$ cat config.mk
export PLATFORM = sky130hd
export DESIGN_NAME = viterbi_tbu
export DESIGN_NICKNAME = d
export VERILOG_FILES = /design/src/rtl/viterbi_pkg.sv /design/src/rtl/sv_bank.sv /design/src/rtl/viterbi_tbu.sv
export SDC_FILE = /design/constraint.sdc
export NUM_CORES = 1
export LEC_CHECK = 0
export BUFFER_PORTS_ARGS = -buffer_cell sky130_fd_sc_hd__clkbuf_2
export CORE_UTILIZATION = 60
export CTS_CLUSTER_SIZE = 8
export DETAILED_ROUTE_END_ITERATION = 10
export PLACE_DENSITY_LB_ADDON = 0.12
export SYNTH_ARGS = -nofsm -noshare
export SYNTH_HDL_FRONTEND = slang
export SYNTH_HIERARCHICAL = 1
export SYNTH_SLANG_ARGS = --single-unit
$ cat constraint.sdc
create_clock -name clk -period 5.55 [get_ports clk]
set_clock_uncertainty 0.15 [all_clocks]
set_input_delay 0.555 -clock clk [delete_from_list [all_inputs] [get_ports clk]]
set_output_delay 0.555 -clock clk [all_outputs]
set_load 0.02 [all_outputs]
$ cat src/rtl/viterbi_pkg.sv
// Shared definitions for the Viterbi decoder: default sizing, the
// trellis-size helper, and the traceback FSM state encoding.
package viterbi_pkg;

  localparam int K_DEF         = 3;
  localparam int FRAME_LEN_DEF = 8;

  // Number of trellis states for constraint length k.
  function automatic int num_states(input int k);
    return 1 << (k - 1);
  endfunction

  localparam int M_DEF      = K_DEF - 1;
  localparam int NUM_ST_DEF = num_states(K_DEF);

  // Traceback controller states; sliding-window variants reuse this type.
  typedef enum logic {
    TB_IDLE  = 1'b0,
    TB_TRACE = 1'b1
  } tb_state_t;

endpackage

$ cat src/rtl/sv_bank.sv
// One survivor bank: FRAME_LEN columns of per-state decision bits.
// Column-wide write port, single-bit combinational read port.
module sv_bank
  import viterbi_pkg::*;
#(
  parameter int M         = 2,
  parameter int FRAME_LEN = 8,
  parameter int COL_W     = 3
) (
  input  logic                       clk,
  input  logic                       we_i,
  input  logic [COL_W-1:0]           wcol_i,
  input  logic [num_states(M+1)-1:0] wvec_i,
  input  logic [COL_W-1:0]           rcol_i,
  input  logic [M-1:0]               rstate_i,
  output logic                       rbit_o
);

  localparam int NUM_ST = num_states(M + 1);

  logic [NUM_ST-1:0] mem_q [FRAME_LEN];

  // Store one decision vector per accepted step; contents survive reset.
  always_ff @(posedge clk) begin
    if (we_i) begin
      mem_q[wcol_i] <= wvec_i;
    end
  end

  // Same-cycle read so traceback advances one state per output bit.
  assign rbit_o = mem_q[rcol_i][rstate_i];

endmodule

$ cat src/rtl/viterbi_tbu.sv
// Viterbi survivor memory and traceback unit. Two ping-pong banks: one
// frame is written while the other is traced back from its best end
// state, emitting decoded bits last-step-first under valid/ready.
module viterbi_tbu
  import viterbi_pkg::*;
#(
  parameter int K         = K_DEF,
  parameter int FRAME_LEN = FRAME_LEN_DEF
) (
  input  logic                    clk,
  input  logic                    rst,
  input  logic                    dec_valid,
  output logic                    dec_ready,
  input  logic [num_states(K)-1:0] dec_vec,
  input  logic                    dec_last,
  input  logic [K-2:0]            start_state,
  output logic                    out_valid,
  input  logic                    out_ready,
  output logic                    out_bit,
  output logic                    out_last
);

  localparam int M      = K - 1;
  localparam int NUM_ST = num_states(K);
  localparam int COL_W  = $clog2(FRAME_LEN);
  localparam int LEN_W  = $clog2(FRAME_LEN + 1);
  localparam logic [COL_W-1:0] LAST_COL = COL_W'(FRAME_LEN - 1);

  // Write side
  logic             wbank_q, wbank_d;
  logic [COL_W-1:0] wcol_q, wcol_d;
  logic [1:0]       full_q, full_d;
  logic [LEN_W-1:0] len_q [2];
  logic [M-1:0]     sst_q [2];

  // Traceback side
  tb_state_t        state_q, state_d;
  logic             rbank_q, rbank_d;
  logic [COL_W-1:0] rcol_q, rcol_d;
  logic [M-1:0]     cur_q, cur_d;

  logic       wr_fire;
  logic       wr_close;
  logic       rd_fire;
  logic       rd_done;
  logic [1:0] bank_we;
  logic [1:0] bank_rbit;
  logic       rbit;

  // Ready depends only on registered flags, never on out_ready.
  assign dec_ready = ~full_q[wbank_q];
  assign wr_fire   = dec_valid & dec_ready;
  // A frame also closes when the last column of the bank is written.
  assign wr_close  = wr_fire & (dec_last | (wcol_q == LAST_COL));
  assign bank_we   = wr_fire ? (wbank_q ? 2'b10 : 2'b01) : 2'b00;

  for (genvar b = 0; b < 2; b++) begin : g_bank
    sv_bank #(
      .M        (M),
      .FRAME_LEN(FRAME_LEN),
      .COL_W    (COL_W)
    ) u_bank (
      .clk     (clk),
      .we_i    (bank_we[b]),
      .wcol_i  (wcol_q),
      .wvec_i  (dec_vec),
      .rcol_i  (rcol_q),
      .rstate_i(cur_q),
      .rbit_o  (bank_rbit[b])
    );
  end

  assign rbit = bank_rbit[rbank_q];

  // Outputs come straight from traceback registers, so they hold while stalled.
  assign out_valid = (state_q == TB_TRACE);
  assign out_bit   = out_valid & cur_q[M-1];
  assign out_last  = out_valid & (rcol_q == '0);
  assign rd_fire   = out_valid & out_ready;
  assign rd_done   = rd_fire & out_last;

  // Write pointer: advance per accepted step, flip banks on frame close.
  always_comb begin
    wbank_d = wbank_q;
    wcol_d  = wcol_q;
    if (wr_close) begin
      wbank_d = ~wbank_q;
      wcol_d  = '0;
    end else if (wr_fire) begin
      wcol_d = wcol_q + COL_W'(1);
    end
  end

  // Bank occupancy: close and release hit different banks, so both apply.
  always_comb begin
    full_d = full_q;
    if (wr_close) begin
      full_d[wbank_q] = 1'b1;
    end
    if (rd_done) begin
      full_d[rbank_q] = 1'b0;
    end
  end

  // Traceback FSM: load end state in IDLE, walk survivors back in TRACE.
  always_comb begin
    state_d = state_q;
    rbank_d = rbank_q;
    rcol_d  = rcol_q;
    cur_d   = cur_q;
    unique case (state_q)
      TB_IDLE: begin
        if (full_q[rbank_q]) begin
          cur_d   = sst_q[rbank_q];
          rcol_d  = COL_W'(len_q[rbank_q] - LEN_W'(1));
          state_d = TB_TRACE;
        end
      end
      TB_TRACE: begin
        if (rd_fire) begin
          // Predecessor state: shift the survivor decision in at the LSB.
          cur_d = {cur_q[M-2:0], rbit};
          if (rcol_q == '0) begin
            rbank_d = ~rbank_q;
            state_d = TB_IDLE;
          end else begin
            rcol_d = rcol_q - COL_W'(1);
          end
        end
      end
      default: state_d = TB_IDLE;
    endcase
  end

  // Control registers: pointers, occupancy and FSM state cleared on reset.
  always_ff @(posedge clk) begin
    if (rst) begin
      wbank_q <= 1'b0;
      wcol_q  <= '0;
      full_q  <= '0;
      state_q <= TB_IDLE;
      rbank_q <= 1'b0;
      rcol_q  <= '0;
    end else begin
      wbank_q <= wbank_d;
      wcol_q  <= wcol_d;
      full_q  <= full_d;
      state_q <= state_d;
      rbank_q <= rbank_d;
      rcol_q  <= rcol_d;
    end
  end

  // Per-bank frame metadata and the trace state register; only read when flagged valid.
  always_ff @(posedge clk) begin
    if (wr_close) begin
      len_q[wbank_q] <= LEN_W'(wcol_q) + LEN_W'(1);
      sst_q[wbank_q] <= start_state;
    end
    cur_q <= cur_d;
  end

endmodule

==> results.cfg <==
[outcome]
status = complete, no violations

[power_and_ir_drop]
switchingPower_uw = 325
pwr-share-comb_pct = 9.3
p_sw_share_pct = 24.4
vdd_ir_drop_max_uv = 220
power_mw = 1.33
leakagePower_nw = 1.30
clockPowerShare_pct = 32.4
cellInternalPower_mw = 1.01
seq_power_share_pct = 58.3
p_per_area_nw_per_um2 = 332

[grt]
globalRouteTotalUtil_pct = 23.7
grt_pass1_wl_mm = 10.8
grt_pass1_vias = 2031
antenna_found_initial = 0
grt_max_degree = 37
grt-ovfl-total = 0

[timing]
final.hold.worst_slack_ns = 0.251
finalCritPeriodShare_pct = 48.1
finalHoldViolations = 0
worstMarginPinSlew_ns = 1.10
relSlewSlack_pct = 26.8
finalSetupViolations = 0
drv_slew = 0
fin_crit_ns = 2.67
rsz0062_at_grt = no
tns_ns = 0
clock.fmax_ghz = 0.375

[logic_synthesis]
ys_ff_latch = 88
synthFlopType = edfxtp_1
netlist_area_um2 = 3750
syn-instance-count = 261
yosys.cell_count.top_type = edfxtp_1
synth_edf_count = 76
yosys-top-cells-count = edfxtp_1 (76), mux2i_1 (40), nand2_1 (22)
synth_area_leader_cell = edfxtp_1
async_reset_ff_share_pct = 0
synth_area_leaders = edfxtp_1 (61%), mux2i_1 (11%), dfxtp_1 (6.4%)
yosysWarnings = 6
synth_top_area_share_pct = 60.8
synth_cell_types = 39
synth.avg_cell_area_um2 = 14.4
synth-seq-area-share_pct = 67.2
syn_nets = 275

[placed_design]
dp_hpwl_mm = 4.55
placement.io_buffers = 14
dp.cells = 340
finalWeightedCongestion = 0.806

[route]
drcViolationCount = 0
wl_per_cell_um = 19.2
drt_first_pass_iters = 4
vias = 2121
wirelength_mm = 6.83
drt-vias-per-instance = 5.96
drt_iter0_drc = 139
antenna_left = 0

[clocking]
numCtsBuffers = 9
cts_resized = 0
cts_root_buf = clkbuf_8
clkTransAtPathRegs_ns = 0.09
cts_tree = yes
cts_sinks = 88
htreeDepth = 3
insertion_delay_ns = 0.34
clockBufferDepth = 2
post_cts_buffers = 0
postCtsHoldBufs = 0

[worst_setup_path]
cp_slowest_stage_delay_ns = 1.06
crit_fanout = 36
worstPathRequired_ns = 5.48
cp.arrival_ns = 2.59
crit_chain = mux2i_1 > a22oi_1 > nand4b_1 > a21oi_1 > a311o_1 > mux2i_1 > a21oi_1
cpLargestDelayFamily = flip-flops
worstSetupPathType = reg -> reg
critPathLaunchType = register
path_buf_inv = 0
cp-end-kind = register
crit_path_top_delay_cell = dfxtp_2

[final_layout]
layout-drive-gt1-share_pct = 12.1
syn2layout_area_growth_pct = 7.04
post-route-util_pct = 67.0
finalNonFillerCells = 356
antennaDiodeCount = 0
nNetsFinal = 290

[floorplanning]
dieWidth_um = 81.1
rows = 28
core_region_area_um2 = 5990
die_area_um2 = 6570
die_height_um = 81.1
initial_utilization_pct = 62.6
io_pins = 15

[worst_hold_path]
hold_path.class = in -> reg

[job]
cap_viol_max_count = 0
==> sequential cells by signal, summed over array words and instances (netlist names), named ones only <==
register,flops
g_bank.u_bank/mem_q,64
len_q,6
sst_q,4
rcol_q,3
wcol_q,3
cur_q,2
full_q,2
out_valid,1
rbank_q,1
wbank_q,1
==> layer usage <==
layer / part of all wire [%] / GRT usage, %
met1: 46 / 32.0
met2: 48 / 36.4
met3: 3.7 / 5.62
met4: 1.9 / 10.9
met5: 0 / 0
==> power by group through the flow <==
stage	clock [mW]	sequential, mW	combinational, mW
2_1_floorplan	0	0.768	0.118
3_3_place_gp	0	0.791	0.120
3_5_place_dp	0	0.792	0.123
4_1_cts	0.437	0.777	0.124
5_1_grt	0.466	0.781	0.137
6_report	0.431	0.777	0.124
==> metrics by stage <==
stage	setup WS, ns	cell area [µm²]
after floorplan	3.60	3750
after global placement	2.99	3820
after detailed placement	2.93	3820
after CTS	2.91	4020
after global routing	2.76	4020
final	2.88	4020
==> layout make-up <==
type / count / area [µm²]
flip-flops and latches: 88 / 2520
fillers: 444 / 1980
multi-input cells: 161 / 1120
clock buffers: 10 / 128
well taps: 75 / 93.8
repair buffers: 14 / 70.1
clock inverters: 6 / 68.8
inverters: 2 / 7.51
==> final timing paths <==
path / start / endpoint / slack [ns] / cells after the start
max: rcol_q[1] / cur_q[0] / 2.88 / 7
min: start_state[1] / sst_q[1][1] / 0.25 / 1
max reg2reg: rcol_q[1] / cur_q[0] / 2.88 / 7
min reg2reg: full_q[1] / full_q[1] / 0.46 / 2
==> cells by family after synthesis <==
| kind of cell | count (synthesis) | share of synthesized area [%] |
|---|---|---|
| multiplexers | 43 | 11.6 |
| adder cells (fa/ha/maj) | 3 | 1.00 |
| XOR/XNOR | 4 | 0.934 |
| buffers and inverters | 12 | 2.80 |
| AO/OA/AOI/OAI | 31 | 5.60 |
| flip-flops | 88 | 67.2 |
| AND/OR/NAND/NOR | 80 | 10.8 |
==> cell usage in the layout (no fill, tap or decap), drive strengths merged, types with 2 or more instances in the layout <==
cell,n
and2b,2
xor2,2
clkinv,3
and2,4
nor3,9
a311o,2
clkbuf,24
inv,3
o21ai,2
dfxtp,12
a211oi,4
nor2b,3
nand4b,2
nand2,22
edfxtp,76
nor2,21
mux2,2
and3b,2
a21oi,11
nand3,4
mux2i,41
xnor2,2
a22oi,8
nand2b,8
ha,3
Power figures use the tool's default switching activity.
